<file path="src/rtl/sparc_exu_byp_eccchk.sv">
// ---------------------------------------------------------------------------
// sparc_exu_byp_eccchk
// Two-stage 64/8 SEC-DED checker/corrector for bypass data.
//   Stage 1: registers din, in_vld and the syndrome (generated check ^ cin).
//   Stage 2: classifies the syndrome, corrects a single data-bit error and
//            registers dout/syn/ce/ue/out_vld.
//   Behind stage 2: saturating CE/UE counters and a first-error log.
//
// Ports
//   clk, rst        clock, asynchronous active-high reset
//   in_vld/din/cin  received word, its check bits and their valid
//   log_clr         clears the first-error log valid
//   cnt_clr         clears both error counters
//   out_vld/dout/syn/ce/ue   corrected word, syndrome and error flags
//   ce_cnt/ue_cnt   saturating error counters
//   log_vld/log_ue/log_syn   first-error log
//
// Code: data bit i sits at the (i+1)-th integer >= 3 that is not a power of
// two. Check bit k (k<7) is the XOR of data bits whose position has bit k
// set; check bit 7 is the XOR of data bits whose position has even popcount.
// ---------------------------------------------------------------------------
module sparc_exu_byp_eccchk (
    input  logic        clk,
    input  logic        rst,
    input  logic        in_vld,
    input  logic [63:0] din,
    input  logic [7:0]  cin,
    input  logic        log_clr,
    input  logic        cnt_clr,
    output logic        out_vld,
    output logic [63:0] dout,
    output logic [7:0]  syn,
    output logic        ce,
    output logic        ue,
    output logic [7:0]  ce_cnt,
    output logic [7:0]  ue_cnt,
    output logic        log_vld,
    output logic        log_ue,
    output logic [7:0]  log_syn
);

    // Codeword position of data bit i: i plus the count of skipped slots
    // (0, 1, 2 and the powers of two below the position).
    function automatic logic [6:0] data_pos(input logic [5:0] i);
        logic [6:0] iw;
        iw = {1'b0, i};
        if (i < 6'd1) begin
            data_pos = iw + 7'd3;
        end else if (i < 6'd4) begin
            data_pos = iw + 7'd4;
        end else if (i < 6'd11) begin
            data_pos = iw + 7'd5;
        end else if (i < 6'd26) begin
            data_pos = iw + 7'd6;
        end else if (i < 6'd57) begin
            data_pos = iw + 7'd7;
        end else begin
            data_pos = iw + 7'd8;
        end
    endfunction

    // Generated check bits for a data word.
    function automatic logic [7:0] gen_check(input logic [63:0] d);
        logic [7:0] p;
        logic [6:0] pos;
        p = 8'h00;
        for (int i = 0; i < 64; i++) begin
            pos = data_pos(i[5:0]);
            p[6:0] = p[6:0] ^ (pos & {7{d[i[5:0]]}});
            // even popcount <=> reduction XOR is zero
            if (!(^pos)) begin
                p[7] = p[7] ^ d[i[5:0]];
            end else begin
                p[7] = p[7];
            end
        end
        return p;
    endfunction

    // One-hot mask of the data bit addressed by a syndrome; zero when the
    // syndrome does not name a data position.
    function automatic logic [63:0] flip_mask(input logic [6:0] s);
        logic [63:0] m;
        m = 64'd0;
        for (int i = 0; i < 64; i++) begin
            m[i[5:0]] = (s == data_pos(i[5:0]));
        end
        return m;
    endfunction

    logic        vld1_r;
    logic [63:0] din1_r;
    logic [7:0]  syn1_r;
    logic [7:0]  syn_s;
    logic [63:0] mask_s;
    logic [63:0] flip_s;
    logic [63:0] dout_nxt_s;
    logic        ce_nxt_s;
    logic        ue_nxt_s;
    logic        pos_low_s;
    logic        ce_inc_s;
    logic        ue_inc_s;
    logic [7:0]  ce_cnt_nxt_s;
    logic [7:0]  ue_cnt_nxt_s;
    logic        log_ld_s;

    assign syn_s     = gen_check(din) ^ cin;
    assign mask_s    = flip_mask(syn1_r[6:0]);
    // s[6:0] is zero or a power of two: error confined to a check bit
    assign pos_low_s = ((syn1_r[6:0] & (syn1_r[6:0] - 7'd1)) == 7'd0);

    // Stage 1 pipeline register: data, valid and syndrome.
    always_ff @(posedge clk or posedge rst) begin
        if (rst) begin
            vld1_r <= 1'b0;
            din1_r <= 64'd0;
            syn1_r <= 8'h00;
        end else begin
            vld1_r <= in_vld;
            din1_r <= din;
            syn1_r <= syn_s;
        end
    end

    // Syndrome classification and single-bit correction.
    always_comb begin
        ce_nxt_s = 1'b0;
        ue_nxt_s = 1'b0;
        flip_s   = 64'd0;
        if (vld1_r && (syn1_r != 8'h00)) begin
            if (syn1_r[7]) begin
                if (pos_low_s || (mask_s != 64'd0)) begin
                    ce_nxt_s = 1'b1;
                    flip_s   = mask_s;
                end else begin
                    ue_nxt_s = 1'b1;
                end
            end else begin
                ue_nxt_s = 1'b1;
            end
        end else begin
            ce_nxt_s = 1'b0;
            ue_nxt_s = 1'b0;
        end
        dout_nxt_s = din1_r ^ flip_s;
    end

    // Stage 2 pipeline register: visible results.
    always_ff @(posedge clk or posedge rst) begin
        if (rst) begin
            out_vld <= 1'b0;
            dout    <= 64'd0;
            syn     <= 8'h00;
            ce      <= 1'b0;
            ue      <= 1'b0;
        end else begin
            out_vld <= vld1_r;
            dout    <= dout_nxt_s;
            syn     <= syn1_r;
            ce      <= ce_nxt_s;
            ue      <= ue_nxt_s;
        end
    end

    assign ce_inc_s = out_vld & ce;
    assign ue_inc_s = out_vld & ue;

    // Counter next-state: clear wins but still counts a coincident event.
    always_comb begin
        ce_cnt_nxt_s = ce_cnt;
        ue_cnt_nxt_s = ue_cnt;
        if (cnt_clr) begin
            ce_cnt_nxt_s = {7'd0, ce_inc_s};
            ue_cnt_nxt_s = {7'd0, ue_inc_s};
        end else begin
            if (ce_inc_s && (ce_cnt != 8'hFF)) begin
                ce_cnt_nxt_s = ce_cnt + 8'd1;
            end else begin
                ce_cnt_nxt_s = ce_cnt;
            end
            if (ue_inc_s && (ue_cnt != 8'hFF)) begin
                ue_cnt_nxt_s = ue_cnt + 8'd1;
            end else begin
                ue_cnt_nxt_s = ue_cnt;
            end
        end
    end

    // Error counter registers.
    always_ff @(posedge clk or posedge rst) begin
        if (rst) begin
            ce_cnt <= 8'h00;
            ue_cnt <= 8'h00;
        end else begin
            ce_cnt <= ce_cnt_nxt_s;
            ue_cnt <= ue_cnt_nxt_s;
        end
    end

    // A clear in the same cycle as an error re-arms and captures that error.
    assign log_ld_s = out_vld & (ce | ue) & (~log_vld | log_clr);

    // First-error log.
    always_ff @(posedge clk or posedge rst) begin
        if (rst) begin
            log_vld <= 1'b0;
            log_ue  <= 1'b0;
            log_syn <= 8'h00;
        end else if (log_ld_s) begin
            log_vld <= 1'b1;
            log_ue  <= ue;
            log_syn <= syn;
        end else if (log_clr) begin
            log_vld <= 1'b0;
        end else begin
            log_vld <= log_vld;
        end
    end

endmodule

</file>
<file path="config.mk">
export PLATFORM = sky130hd
export DESIGN_NAME = sparc_exu_byp_eccchk
export DESIGN_NICKNAME = d
export VERILOG_FILES = /design/src/rtl/sparc_exu_byp_eccchk.sv
export SDC_FILE = /design/constraint.sdc
export NUM_CORES = 1
export LEC_CHECK = 0
export BUFFER_PORTS_ARGS = -buffer_cell sky130_fd_sc_hd__buf_2
export CORE_ASPECT_RATIO = 1.75
export CORE_MARGIN = 2
export CORE_UTILIZATION = 35
export DETAILED_ROUTE_END_ITERATION = 10
export PLACE_DENSITY = 0.59
export SLEW_MARGIN = 20
export SYNTH_ARGS = -nofsm -noshare
export SYNTH_HDL_FRONTEND = slang
export SYNTH_SLANG_ARGS = --single-unit
</file>
<file path="constraint.sdc">
create_clock -name clk -period 4.75 [get_ports clk]
set_input_delay 0.475 -clock clk [delete_from_list [all_inputs] [get_ports clk]]
set_output_delay 0.475 -clock clk [all_outputs]
set_load 0.005 [all_outputs]
</file>
After elaboration in Yosys (flattened, before gate mapping):

Cells that the tools add are included.

* register bits: 174
* bits in latches: 0
* RAM bits: 0
* bits in read-only memories: 0
* input port bits: 77
* output and inout port bits: 101
* word-level logic and storage cells: 214
* memories kept: 0

* $add $sub $neg: 3
* $mul: 0
* div/mod/pow operators: 0
* magnitude comparators: 0
* eq/ne operators: 66
* shift operators: 0
* multiplexer cells: 15
* bitwise gates (word level): 107
* reductions and logical operators: 10

Operators with widths (number)
* 7-bit by 6-bit equality test with 1-bit output (second input constant): 31
* 64-bit two-way mux: 3
* 6-bit XOR: 25
* 7-bit by 5-bit equality test with 1-bit output (second input constant): 15
* 5-bit XOR: 14
* 64-bit nonzero test: 1
* 64-bit XOR: 1
* 7-bit by 4-bit equality test with 1-bit output (second input constant): 7
* 7-bit equality test (second input constant): 7
* 7-bit XOR: 7
* 7-bit by 6-bit XOR with 7-bit output: 5
* 1-bit XOR: 34
* 8-bit two-way mux: 4
* 4-bit XOR: 6
* 7-bit by 3-bit equality test with 1-bit output (second input constant): 3
* 8-bit by 1-bit adder with 8-bit output (second input constant): 2
* 8-bit inequality test (second input constant): 2
* 1-bit two-way mux: 8
* 8-bit nonzero test: 1
* 8-bit XOR: 1
* 7-bit AND: 1
* 7-bit by 2-bit equality test with 1-bit output (second input constant): 1
* 7-bit zero test: 1
* 7-bit by 1-bit subtractor with 7-bit output (second input constant): 1
* 11 further kinds: 20

Logic depth before layout (Yosys ltp):

* depth in word-level cells: 64
* mapped depth: 9
* depth with buffers taken out: 7

Worst setup path before layout:

Ideal clock, no wire load.

* path kind: register to register
* start point: reg syn1_r[2]
* end point: reg ce
* library setup time: 0.084 ns
* arrival: 1.804 ns
* required time: 4.666 ns
* path slack: 2.862 ns
* stages on the path, launching flop included: 8
* path buffers: 1
* period minus slack after synthesis: 1.888 ns
* cells stage by stage: dfrtp_1 buf_6 or4b_4 o32a_1 o21ai_1 nor4_1 and4_1 a41oi_2

* cells in the longest elaborated chain, start to end: 7
* elaborated cells on any way between the ends: 74
* those cells by class: add/sub (1); eq/ne (64); mux (3); bitwise (1); reduce/logical (5)

Ends and longest elaborated chain
* start: declaration: line 93 `logic [7:0] syn1_r;`
* start signal: assignment: line 121 `syn1_r <= syn_s;`
* 7-bit by 1-bit subtractor with 7-bit output: line 110 `assign pos_low_s = ((syn1_r[6:0] & (syn1_r[6:0] - 7'd1)) == 7'd0);`
* 7-bit AND: line 110
* 7-bit zero test: line 110
* 1-bit logical OR: line 132 `if (pos_low_s || (mask_s != 64'd0)) begin`
* 1-bit two-way mux: line 132
* 1-bit two-way mux: line 131 `if (syn1_r[7]) begin`
* 1-bit two-way mux (*): line 130 `if (vld1_r && (syn1_r != 8'h00)) begin`
* net ce_nxt_s: line 98 `logic ce_nxt_s;`
* end signal: assignment: line 160 `ce <= ce_nxt_s;`
* end: declaration: line 33 `output logic ce,`

Mark *: on every way through the listed nets, which the timed path passes. The rest lies on a longest branch.
A chain may end at the register's enable or synchronous reset.

Worst setup path after layout:

Same ends and word-level chain as after synthesis.

==> results <==
- The H-tree level count is 4.
- The Yosys step of the flow raised 0 warnings.
- The flip-flop and latch count after synthesis is between 150 and 200.
- The clock latency reported for the late side of the worst-skew pair is 0.44 ns.
- The instance area at placement is roughly 9100 um^2.
- Setup repair after global routing left no endpoint under its margin.
- The net switching component of the power is about 1700 uW.
- The number of diodes added for antenna fixing is 0.
- The fraction of synthesis flops using an asynchronous set or reset pin is 1.000.
- Dividing the final minimum period by the clock period gives 0.5833.
- Entering global routing, the biggest net connects 123 pins.
- For this design, the slowest cell found on the critical path is sky130_fd_sc_hd__dfrtp_1.
- The number of antenna violations at the first check in global routing is 0.
- The share of the synthesized area in compound gates (AO/OA/AOI/OAI) is 0.04535.
- In the synthesized netlist the dominant register cell turns out to be sky130_fd_sc_hd__dfrtp_1.
- The worst hold path class is in -> reg.
- In this run the standard cell core region covers 22,160 um^2.
- Data on the critical path arrives at its endpoint at ~3.1 ns.
- After global routing the overflow that remains totals 0.
- The vias after detailed routing is 5,464.
- For the finished layout, the period the worst path requires is between 2 and 3 ns.
- Of the total power, the share spent switching nets is 0.3475.
- Fill cells in the final layout number approximately 2,200.
- The quantity of hold-fixing buffers added after cts is 0.
- Of the total synthesized cell area, the portion taken by AND, OR, NAND and NOR gates is 0.1195.
- The number of antenna-violating nets in the routed design is 0.
- The xor and xnor fraction of the mapped netlist area is 0.2475.
- After synthesis, the share of cell area in mux cells is 0.01395.
- Of the cells placed in the final design, the portion with a size suffix greater than 1 is 0.2598.
- In the synthesized netlist, the cells that appear most often are sky130_fd_sc_hd__dfrtp_1, sky130_fd_sc_hd__xnor2_1, sky130_fd_sc_hd__xor2_1, sky130_fd_sc_hd__nor2_1, sky130_fd_sc_hd__nand2_1.
- Power spread over the standard cell area amounts to 499.5 nW/um^2.
- The worst setup path is captured at a flop.
- The number of buffers added by the clock tree synthesis step is 17.
- After synthesis, the largest family of logic cells by area is XOR/XNOR gates.
- The cell depth of the worst flop-to-flop path is 6.
- The via-per-instance ratio is 4.702.
- The detailed router finished its first iteration with 229 violations.
- After detailed routing, the total wire length is about 23,000 um.
- Post-CTS timing repair inserted 0 buffers for setup.
- The type of the worst setup path is reg -> reg.
- The most instantiated library cell after synthesis is sky130_fd_sc_hd__dfrtp_1.
- The worst slew margin relative to its limit is 0.3337.
- The run finished with clean final reports.
- The wire length of the first global-routing pass is 34,010 um.
- Traced cell by cell, the critical path runs through nand4bb_1, and2_0, a2111oi_0, nor4_1, and4_1, a41oi_2.
- Adding up every negative setup slack in the final design gives 0 ns.
- After synthesis, the mean cell area works out to 11.60 um^2.
- The share of the Yosys chip area taken by registers is 0.5518.
- After detailed routing, the average wire length per cell comes to between 15 and 20 um.
- The area growth from synthesis to layout is 22.55%.
- The unique cell type count in the Yosys netlist is 60.
- For this configuration, the core starts out at a cell density of 0.3561.
- The path with the worst hold slack has its endpoint at vld1_r.
- The root buffer cell chosen for the clock tree is sky130_fd_sc_hd__clkbuf_16.
- The worst register-to-register path ends at ce.
- After routing the design area is 9671 um^2.
- The number of cells produced by synthesis is 680.
- For the final database, setup skew stands at slightly below 0.01 ns.
- The register-to-register path setup slack is between 1.5 and 2 ns.
- The combinational cell fraction of total power is 0.285.
- The total nets after synthesis is roughly 760.
- The largest voltage drop on the vdd net is between 0.15 and 0.2 mV.
- The top-area cell type share of the netlist area is 0.5518.
- After legalization and detailed placement, the total HPWL measured 17,460 um.
- The count of endpoints failing hold in the final timing report is 0.
- The clock tree buffer depth is 2.
- For this run, the top clock speed supported by timing is roughly 360 MHz.
- The number of DRC violations after detailed routing is 0.
- The worst hold path stage count is 1.
- By area the synthesized netlist is led by sky130_fd_sc_hd__dfrtp_1, sky130_fd_sc_hd__xnor2_1, sky130_fd_sc_hd__xor2_1.
- The number of search-and-repair iterations in the first detailed-routing pass is 5.
- The internal power component is about 3200 uW.
- The number of setup violations in the final report is 0.
- The number of buffers inserted by port buffering is 177.
- The number of clock sinks is 174.
- For the worst setup path, the data required time is between 5 and 6 ns.
- The total global-route track usage is 0.1944.
- The die covers 23,810 um^2.
- The critical path startpoint category is a flop.
- The cell taking the most area after synthesis is sky130_fd_sc_hd__dfrtp_1.
- The die span in y is approximately 200 um.
- Across the run, the number of max-cap violations was 0.
- The analysis attributes to cell leakage a power of 0.004205 uW.
- The horizontal extent of the die is between 100 and 150 um.
- The startpoint identified for the worst hold timing path is in_vld.
- The clock transition time at the flip-flop clock pins of the worst setup and hold paths is 0.07 ns.
- The share of total power dissipated in sequential elements is 0.413.
- The number of slew-limit violations in the final report was 0.
- The floorplan has 72 rows.
- The largest stage delay on the critical path is roughly 0.96 ns.
- The post-cts resize count is 0.
- The mapped netlist covers slightly below 8000 um^2.
- The biggest fanout along the worst timing path is 29.
- TritonCTS built the clock tree.
- The via count of the first global-routing pass is roughly 5,700.
- The final-stage net count is just over 900.
- For the pin with the worst max-slew slack, the measured transition is 0.9995 ns.
- The beginning of the worst register-to-register path is syn1_r[2].
- The clock share of power is 0.302.
- The synthesized design contains 0 enable-type register cells.
- The adder and majority gate portion of the synthesized area is 0.003171.
- Routability-driven placement finished with a final weighted congestion of around 0.88.
- The total I/O pin count is 178.
routing by layer:
layer / routed length [um] / global-route usage
met5: 0 / 0
met4: 892 / 0.09466
met3: 800 / 0.03708
met2: 13090 / 0.3780
met1: 7869 / 0.1956
cell families (layout without fill, tap and decap cells):
family	count (synthesis)	in the layout
xor+xnor	223	223
simple gates	190	190
flops	174	174
compound gates	49	49
buf+inv	32	218
mux	10	10
fa+ha+maj	2	2
how the worst max path moves through the flow:
| stage | startpoint | end | slack, ns | cells after the start |
|---|---|---|---|---|
| after detailed placement | syn1_r[2] | ce | 2.12 | 6 |
| after floorplan | rst | ce | 2.05 | 1 |
| after CTS | syn1_r[2] | ce | 2.08 | 6 |
| after global placement | syn1_r[1] | ce | 2.06 | 6 |
| final | syn1_r[2] | ce | 1.98 | 6 |
| after global routing | syn1_r[2] | ce | 1.81 | 6 |
flip-flops by register name, summed over array words and instances, names as in the netlist:
register / cells
log_syn: 8
vld1_r: 1
dout: 64
log_vld: 1
ue: 1
out_vld: 1
log_ue: 1
ce_cnt: 8
ue_cnt: 8
ce: 1
syn: 8
syn1_r: 8
din1_r: 64
layout by cell type (no fill, tap or decap), types with 5 or more instances in the layout:
master                      instances
sky130_fd_sc_hd__a21oi_1            8
sky130_fd_sc_hd__nand3_1           16
sky130_fd_sc_hd__o21ai_0           10
sky130_fd_sc_hd__nor2_1            74
sky130_fd_sc_hd__xor2_1            80
sky130_fd_sc_hd__and3_1             5
sky130_fd_sc_hd__nor3_1             5
sky130_fd_sc_hd__clkbuf_16         17
sky130_fd_sc_hd__nor3b_1            5
sky130_fd_sc_hd__nor2b_1            6
sky130_fd_sc_hd__xnor2_1          143
sky130_fd_sc_hd__dfrtp_1          174
sky130_fd_sc_hd__nand2_1           38
sky130_fd_sc_hd__nand4_1            6
sky130_fd_sc_hd__mux2_2             8
sky130_fd_sc_hd__or3_1              5
sky130_fd_sc_hd__buf_2            177
sky130_fd_sc_hd__inv_1              6
critical path, delay by kind of cell, from the launching register on:
kind / cells / cell delay, ns
simple gates: 4 / 1.13
compound gates: 2 / 0.58
flops: 1 / 0.96
power by group through the flow:
| stage | Sequential, uW | Clock (uW) | Combinational [uW] |
|---|---|---|---|
| after detailed placement | 2020 | 0 | 1390 |
| after global placement | 2030 | 0 | 1390 |
| after global routing | 2040 | 1560 | 1510 |
| final | 2000 | 1460 | 1380 |
| after CTS | 1990 | 1500 | 1400 |
| after floorplan | 1810 | 0 | 1120 |
through the flow:
stage | power, uW | instances | utilization | hold slack (ns) | setup WS [ns]
after floorplan | 2933 | 680 | - | 0.3487 | 2.050
after global placement | 3415 | 1131 | 0.4089 | 0.4220 | 2.057
after detailed placement | 3413 | 1131 | 0.4089 | 0.4253 | 2.124
after CTS | 4887 | 1162 | 0.4364 | 0.1345 | 2.076
after global routing | 5110 | 1162 | 0.4364 | 0.1351 | 1.808
final | 4831 | 1162 | 0.4364 | 0.1570 | 1.979
cell type report:
type | instances | area [um^2] | area share
sequential | 174 | 4354 | 0.4503
clock inverter | 14 | 183.9 | 0.01902
inverter | 8 | 33.78 | 0.003493
clock buffer | 17 | 425.4 | 0.04399
multi-input combinational | 474 | 3390 | 0.3505
tap | 296 | 370.4 | 0.03830
timing repair buffer | 179 | 913.4 | 0.09445
No activity file was read; power rests on OpenSTA's default activity.
